## src/rtl/multdiv_ctrl.sv

```systemverilog
// multdiv_ctrl -- sequencing controller for the iterative multiply/divide unit.
//
// A start pulse from the execute stage loads the operands, iterates the
// datapath for the selected operation, runs a sign/remainder fix-up cycle
// for divide, and then returns a one-cycle result-ready pulse.
//
// Ports
//   clock, reset          system clock (rising edge), synchronous active-high reset
//   ctrl_MULT, ctrl_DIV   start pulses; multiply wins when both are high
//   divisor_zero          datapath flag, looked at in the LOAD cycle of a divide
//   early_done            datapath flag: remaining multiplier bits are zero
//   load, step_en, fix_en datapath strobes (mutually exclusive)
//   is_div                operation select latched on each accepted start
//   step_count            current iteration index
//   busy                  high in LOAD, RUN and FIX
//   data_resultRDY        one-cycle result-valid pulse
//   data_exception        divide-by-zero flag, qualified by data_resultRDY
//
// Build option
//   MULTDIV_EARLY_TERM_EN  when defined, early_done ends a multiply RUN after
//                          the current step. Otherwise early_done is ignored.
//
// state | meaning
// ------+--------------------------------------------------------------
// IDLE  | waiting for a start pulse
// LOAD  | operands loaded, step counter cleared, divisor checked
// RUN   | one datapath iteration per cycle, step_count = 0..N-1
// FIX   | divide sign/remainder correction
// DONE  | result-ready pulse, exception flag presented

module multdiv_ctrl #(
  parameter int MULT_STEPS = 16,
  parameter int DIV_STEPS  = 32,
  parameter int CNT_W      = 6
) (
  input  logic             clock,
  input  logic             reset,
  input  logic             ctrl_MULT,
  input  logic             ctrl_DIV,
  input  logic             divisor_zero,
  input  logic             early_done,
  output logic             load,
  output logic             step_en,
  output logic             fix_en,
  output logic             is_div,
  output logic [CNT_W-1:0] step_count,
  output logic             busy,
  output logic             data_resultRDY,
  output logic             data_exception
);

  typedef enum logic [2:0] {
    S_IDLE = 3'd0,
    S_LOAD = 3'd1,
    S_RUN  = 3'd2,
    S_FIX  = 3'd3,
    S_DONE = 3'd4
  } state_e;

  localparam logic [CNT_W-1:0] MULT_LAST = CNT_W'(MULT_STEPS - 1);
  localparam logic [CNT_W-1:0] DIV_LAST  = CNT_W'(DIV_STEPS - 1);

  state_e           state_q, state_d;
  logic [CNT_W-1:0] cnt_q, cnt_d;
  logic             is_div_q, is_div_d;
  logic             exc_q, exc_d;
  logic             start;
  logic             run_last;
  logic             early_term;

  assign start    = ctrl_MULT | ctrl_DIV;
  assign run_last = (cnt_q == (is_div_q ? DIV_LAST : MULT_LAST));

`ifdef MULTDIV_EARLY_TERM_EN
  // Only meaningful for multiply; a divide always runs all its steps.
  assign early_term = ~is_div_q & early_done;
`else
  logic unused_early_done;
  assign unused_early_done = early_done;
  assign early_term        = 1'b0;
`endif

  // State register
  always_ff @(posedge clock) begin
    if (reset) begin
      state_q <= S_IDLE;
    end else begin
      state_q <= state_d;
    end
  end

  // Next-state logic. A start in any state (re)enters LOAD; in DONE the
  // Moore output still delivers that cycle's ready pulse first.
  always_comb begin
    state_d = state_q;
    if (start) begin
      state_d = S_LOAD;
    end else begin
      case (state_q)
        S_IDLE: state_d = S_IDLE;
        S_LOAD: state_d = (is_div_q && divisor_zero) ? S_DONE : S_RUN;
        S_RUN: begin
          if (run_last) begin
            state_d = is_div_q ? S_FIX : S_DONE;
          end else if (early_term) begin
            state_d = S_DONE;
          end
        end
        S_FIX:  state_d = S_DONE;
        S_DONE: state_d = S_IDLE;
        default: state_d = S_IDLE;
      endcase
    end
  end

  // Output logic (Moore)
  always_comb begin
    load           = 1'b0;
    step_en        = 1'b0;
    fix_en         = 1'b0;
    busy           = 1'b0;
    data_resultRDY = 1'b0;
    data_exception = 1'b0;
    case (state_q)
      S_LOAD: begin
        load = 1'b1;
        busy = 1'b1;
      end
      S_RUN: begin
        step_en = 1'b1;
        busy    = 1'b1;
      end
      S_FIX: begin
        fix_en = 1'b1;
        busy   = 1'b1;
      end
      S_DONE: begin
        data_resultRDY = 1'b1;
        data_exception = exc_q;
      end
      default: ;
    endcase
  end

  // Step counter, operation select and exception flag
  always_comb begin
    cnt_d    = cnt_q;
    is_div_d = is_div_q;
    exc_d    = exc_q;
    if (start) begin
      cnt_d    = '0;
      is_div_d = ctrl_DIV & ~ctrl_MULT;
      exc_d    = 1'b0;
    end else begin
      case (state_q)
        S_LOAD: exc_d = is_div_q & divisor_zero;
        S_RUN: begin
          // Counter stops on the final (or early-terminated) step, so it
          // never wraps and holds its last index through FIX/DONE.
          if (!run_last && !early_term) begin
            cnt_d = cnt_q + CNT_W'(1);
          end
        end
        default: ;
      endcase
    end
  end

  always_ff @(posedge clock) begin
    if (reset) begin
      cnt_q    <= '0;
      is_div_q <= 1'b0;
      exc_q    <= 1'b0;
    end else begin
      cnt_q    <= cnt_d;
      is_div_q <= is_div_d;
      exc_q    <= exc_d;
    end
  end

  assign step_count = cnt_q;
  assign is_div     = is_div_q;

endmodule

```

## config.mk

```make
export PLATFORM = sky130hd
export DESIGN_NAME = multdiv_ctrl
export DESIGN_NICKNAME = d
export VERILOG_FILES = /design/src/rtl/multdiv_ctrl.sv
export SDC_FILE = /design/constraint.sdc
export NUM_CORES = 1
export LEC_CHECK = 0
export CAP_MARGIN = 20
export CORE_MARGIN = 4
export CORE_UTILIZATION = 45
export DETAILED_ROUTE_END_ITERATION = 12
export DONT_BUFFER_PORTS = 1
export HOLD_SLACK_MARGIN = 0.08
export SKIP_CTS_REPAIR_TIMING = 1
export SYNTH_ARGS = -nofsm -noshare
export SYNTH_HDL_FRONTEND = slang
export SYNTH_SLANG_ARGS = --single-unit
```

## constraint.sdc

```tcl
create_clock -name clock -period 4.3 [get_ports clock]
set_input_delay 0.645 -clock clock [delete_from_list [all_inputs] [get_ports clock]]
set_output_delay 0.645 -clock clock [all_outputs]
set_load 0.005 [all_outputs]
```

======== Word level (Yosys, flattened, before mapping) ========
Index checks and enable logic that the tools add are counted.
storage, ports and cells
  input bits .............................. 6
  output and inout port bits .............. 13
  logic and storage cells ................. 34
  memories kept ........................... 0
  latch bits .............................. 0
  register bits ........................... 11
  ROM bits ................................ 0
  memory bits (writable) .................. 0
cells by class
  multipliers ............................. 0
  shift-type cells ........................ 0
  $add $sub $neg .......................... 1
  equality and inequality tests ........... 7
  bitwise logic cells ..................... 5
  div/mod/pow operators ................... 0
  mux-type cells .......................... 12
  magnitude comparators ................... 0
  reduce and logical (&&, ||, !) cells .... 4
operators by type and width
  kind                   number
  $mux W3                3
  $pmux W3 S3            1
  $mux W1                7
  $add A6 B1 Y6 const B  1
  $eq A3 B2 Y1 const B   2
  $eq A6 B5 Y1           1
  $mux W5                1
  $eq A3 B1 Y1 const B   1
  $eq A3 B3 Y1 const B   1
  $ne A3 B3 Y1 const B   1
  $reduce_or A3 Y1       1
  $and A1 B1 Y1          2
  $ne A2 B2 Y1 const B   1
  $not A1 Y1             2
  $reduce_and A2 Y1      1
  $reduce_or A2 Y1       1
  $logic_and A1 B1 Y1    1
  $or A1 B1 Y1           1

======== Logic depth before layout (Yosys ltp) ========
  depth in word-level cells ............... 5
  gate-level depth with buffers ........... 4
  mapped depth without buffers ............ 4

======== Worst setup path after synthesis ========
No wires, ideal clock.
  path kind ............................... register to output
  start ................................... reg state_q[1]
  end ..................................... out step_en
  data required time ...................... 3,655 ps
  stages on the path, launching flop included .. 3
  arrival time ............................ 876 ps
  buffers on the path ..................... 0
  path slack .............................. 2,779 ps
  path through ............................ dfxtp_1 or3b_4 clkinv_4
on the way
  cells in the longest elaborated chain, start to end .. 2
ends and longest elaborated chain
  what                      line  source
  start: declaration        63    state_e state_q, state_d;
  start signal: assignment  88    state_q <= state_d;
  $eq A3 B2 Y1              124   case (state_q)
  $mux W1                   124
  end: declaration          43    output logic step_en,
Every way passes these cells.

======== Worst setup path in the final report ========
Ends and elaborated chain as after synthesis.

==> impl_results.md <==
- Top cells by area, synth: dfxtp_1, mux2i_1, nand2b_1
- H-tree levels: 1
- Final setup fails: 0
- Leakage Power: between 0.0002 and 0.00025 uW
- Layout cells sized above 1: 0.194
- Final HPWL DP: 916 um
- Worst-margin pin slew: between 0.4 and 0.5 ns
- Most common flop cell mapped by yosys: dfxtp_1
- Peak Freq: 531 MHz
- Crit Path Max Fanout: 6
- RSZ-0062 raised after global routing: no
- Max stage delay on crit path: about 0.47 ns
- Pin count of the biggest net entering global routing: 12
- Synth warnings: 0
- Top cells by count, synth: dfxtp_1, nand2_1, mux2i_1, nand2b_1
- I/O pin count: 19
- CTS Buf Count: 3
- Initial DRC count: 4
- Final core utilization: 0.519
- Net Count, Synth: 76
- Sequential cell area: around 220 sq um
- # clock sinks: 11
- Clock root buffer: clkbuf_4
- Area of the multi-input gates: between 300 and 400 sq um
- Mean Syn Cell Area: between 9 and 10 sq um
- Layout Nets: 80
- Min-delay worst type: in -> reg
- Async SR Flop Fraction: 0
- Total grt overflow: 0
- Routed wire per std cell: roughly 14 um
- CP delay by family, top: simple AND/OR/NAND/NOR gates
- Clock-pin slew on the worst setup and hold paths: ~0.07 ns
- Worst-path cell chain: or3b_4, clkinv_4
- Crit path DAT: between 1 and 1.5 ns
- Worst Skew: around 0.00082 ns
- Final Hold Vio Count: 0
- Routed vias: a little under 500
- Startpoint types: flop
- Mapped Cells: between 60 and 70
- TNS Setup: 0 ns
- Power per cell area: between 200 and 300 nW/um^2
- Port Buffers: 0
- Yosys top cell by area: dfxtp_1
- Placer Congestion: approximately 0.67
- Vias per std cell: 5.69
- Drc violations: 0
- Bufs and invs on worst path: 1
- Rel. slew slack: 0.708
- Post-synthesis cell type count: 29
- Outcome: completed
- Post-Syn Area: between 600 and 700 sq um
- Peak VDD IR: ~160 uV
- Initial antenna violation count: 0
- CP required: between 3 and 4 ns
- CP max-delay cell: or3b_4
- Final Slew Violations: 0
- Die ar.: between 2000 and 2500 sq um
- Initial Utilization: 0.485
- CP Capture Type: primary output
- Core Rows: 13
- Max Root-Sink Buffers: 2
- Filler Cell Count: about 120
- Area grow syn2layout: 6.85%
- First-pass DRT Iterations: 2
- Area share of the largest cell type after synthesis: 0.344
- Final WL: 1.21 mm
- Critical path class: reg -> out
- Crit share post-route: 0.438
- CTS tree: yes
- Fin crit period: about 1.9 ns
- Most frequent cell after synthesis: dfxtp_1
- Antenna diodes: 0
- First-pass GRT wire length: 2.04 mm
- Sequential fraction of the synthesis area: 0.344
- Die Span Y: ~46 um
- Max Cap Viol: 0
- Number of synthesized flops with an enable pin: 0
- Post-synthesis register bit count: 11
- Antenna Nets Post-Route: 0
- Vias in the first global route: around 460
- Core area: between 1000 and 1500 sq um
- Worst skew pair latency: 0.26 ns
- Horiz. Die Dim: between 40 and 50 um
- GRT Total Usage: 0.138
==> cell usage in the layout (no fill, tap or decap), drive strengths merged, types with 2 or more instances in the layout <==
cell type and count:
clkbuf 5, a211oi 3, nand2b 5, mux2i 5, inv 4, nor2 4
a21oi 6, nor3 3, nand3 3, nand2 8, nand4 2, dfxtp 11
==> power by group <==
group	total, uW	leakage [uW]	internal (uW)	switching (uW)
sequential	106	0.0000892	103	3.20
combinational	12.9	0.000103	5.52	7.37
clock	70.2	0.0000150	35.9	34.3
total	190	0.000207	145	44.9
==> logic make-up (layout without fill, tap and decap cells) <==
kind of cell               after synthesis  count (layout)  synth area share
adders and majority gates                1               1            0.0196
AOI/OAI and AO/OA                       12              12             0.184
and+or+nand+nor                         32              32             0.280
xor gates and xnor gates                 1               1            0.0431
muxes                                    5               5            0.0783
buffers and inverters                    7              10            0.0509
DFF                                     11              11             0.344
==> worst register-to-register path: cells and delay by family (launching register included) <==
family / cells / cell delay (ns)
AO/OA/AOI/OAI: 2 / 0.45
flip-flops: 1 / 0.44
AND/OR/NAND/NOR: 1 / 0.35
adder cells (fa/ha/maj): 1 / 0.29
==> metal layers <==
layer	vias to the layer above	global-route usage	share of wire
met1	227	0.179	0.47
met2	11	0.195	0.45
met5	-	0	0
li1	255	-	-
met4	0	0.0682	0.011
met3	2	0.0593	0.072
==> sequential cells by signal, indices dropped and copies added (netlist names) <==
name and flops:
step_count 6, exc_q 1, state_q 3, is_div 1
==> per-stage QoR <==
step	hold slack, ns	power, uW	cells	setup WS [ns]	area [sq um]
5_1_grt	0.420	201	87	2.35	683
3_3_place_gp	0.464	121	82	2.16	649
4_1_cts	0.430	192	86	2.40	676
6_report	0.437	190	87	2.42	683
2_1_floorplan	0.445	119	69	2.78	639
3_5_place_dp	0.474	122	82	2.13	649
==> cell type report <==
cell class,count,share of cell area
repair buffers,1,0.0110
clock buffers,4,0.0385
flip-flops and latches,11,0.322
multi-input cells,51,0.566
inverters,5,0.0348
well taps,15,0.0275
==> path summary, 6_finish.rpt <==
check | from | endpoint | slack (ns) | cells after the start
worst max-delay path | state_q[1] | step_en | 2.42 | 2
worst max register to register | step_count[0] | state_q[2] | 2.68 | 4
worst min-delay path | reset | state_q[0] | 0.44 | 1
worst min register to register | exc_q | exc_q | 0.48 | 2
(Power assumes the default switching activity.)
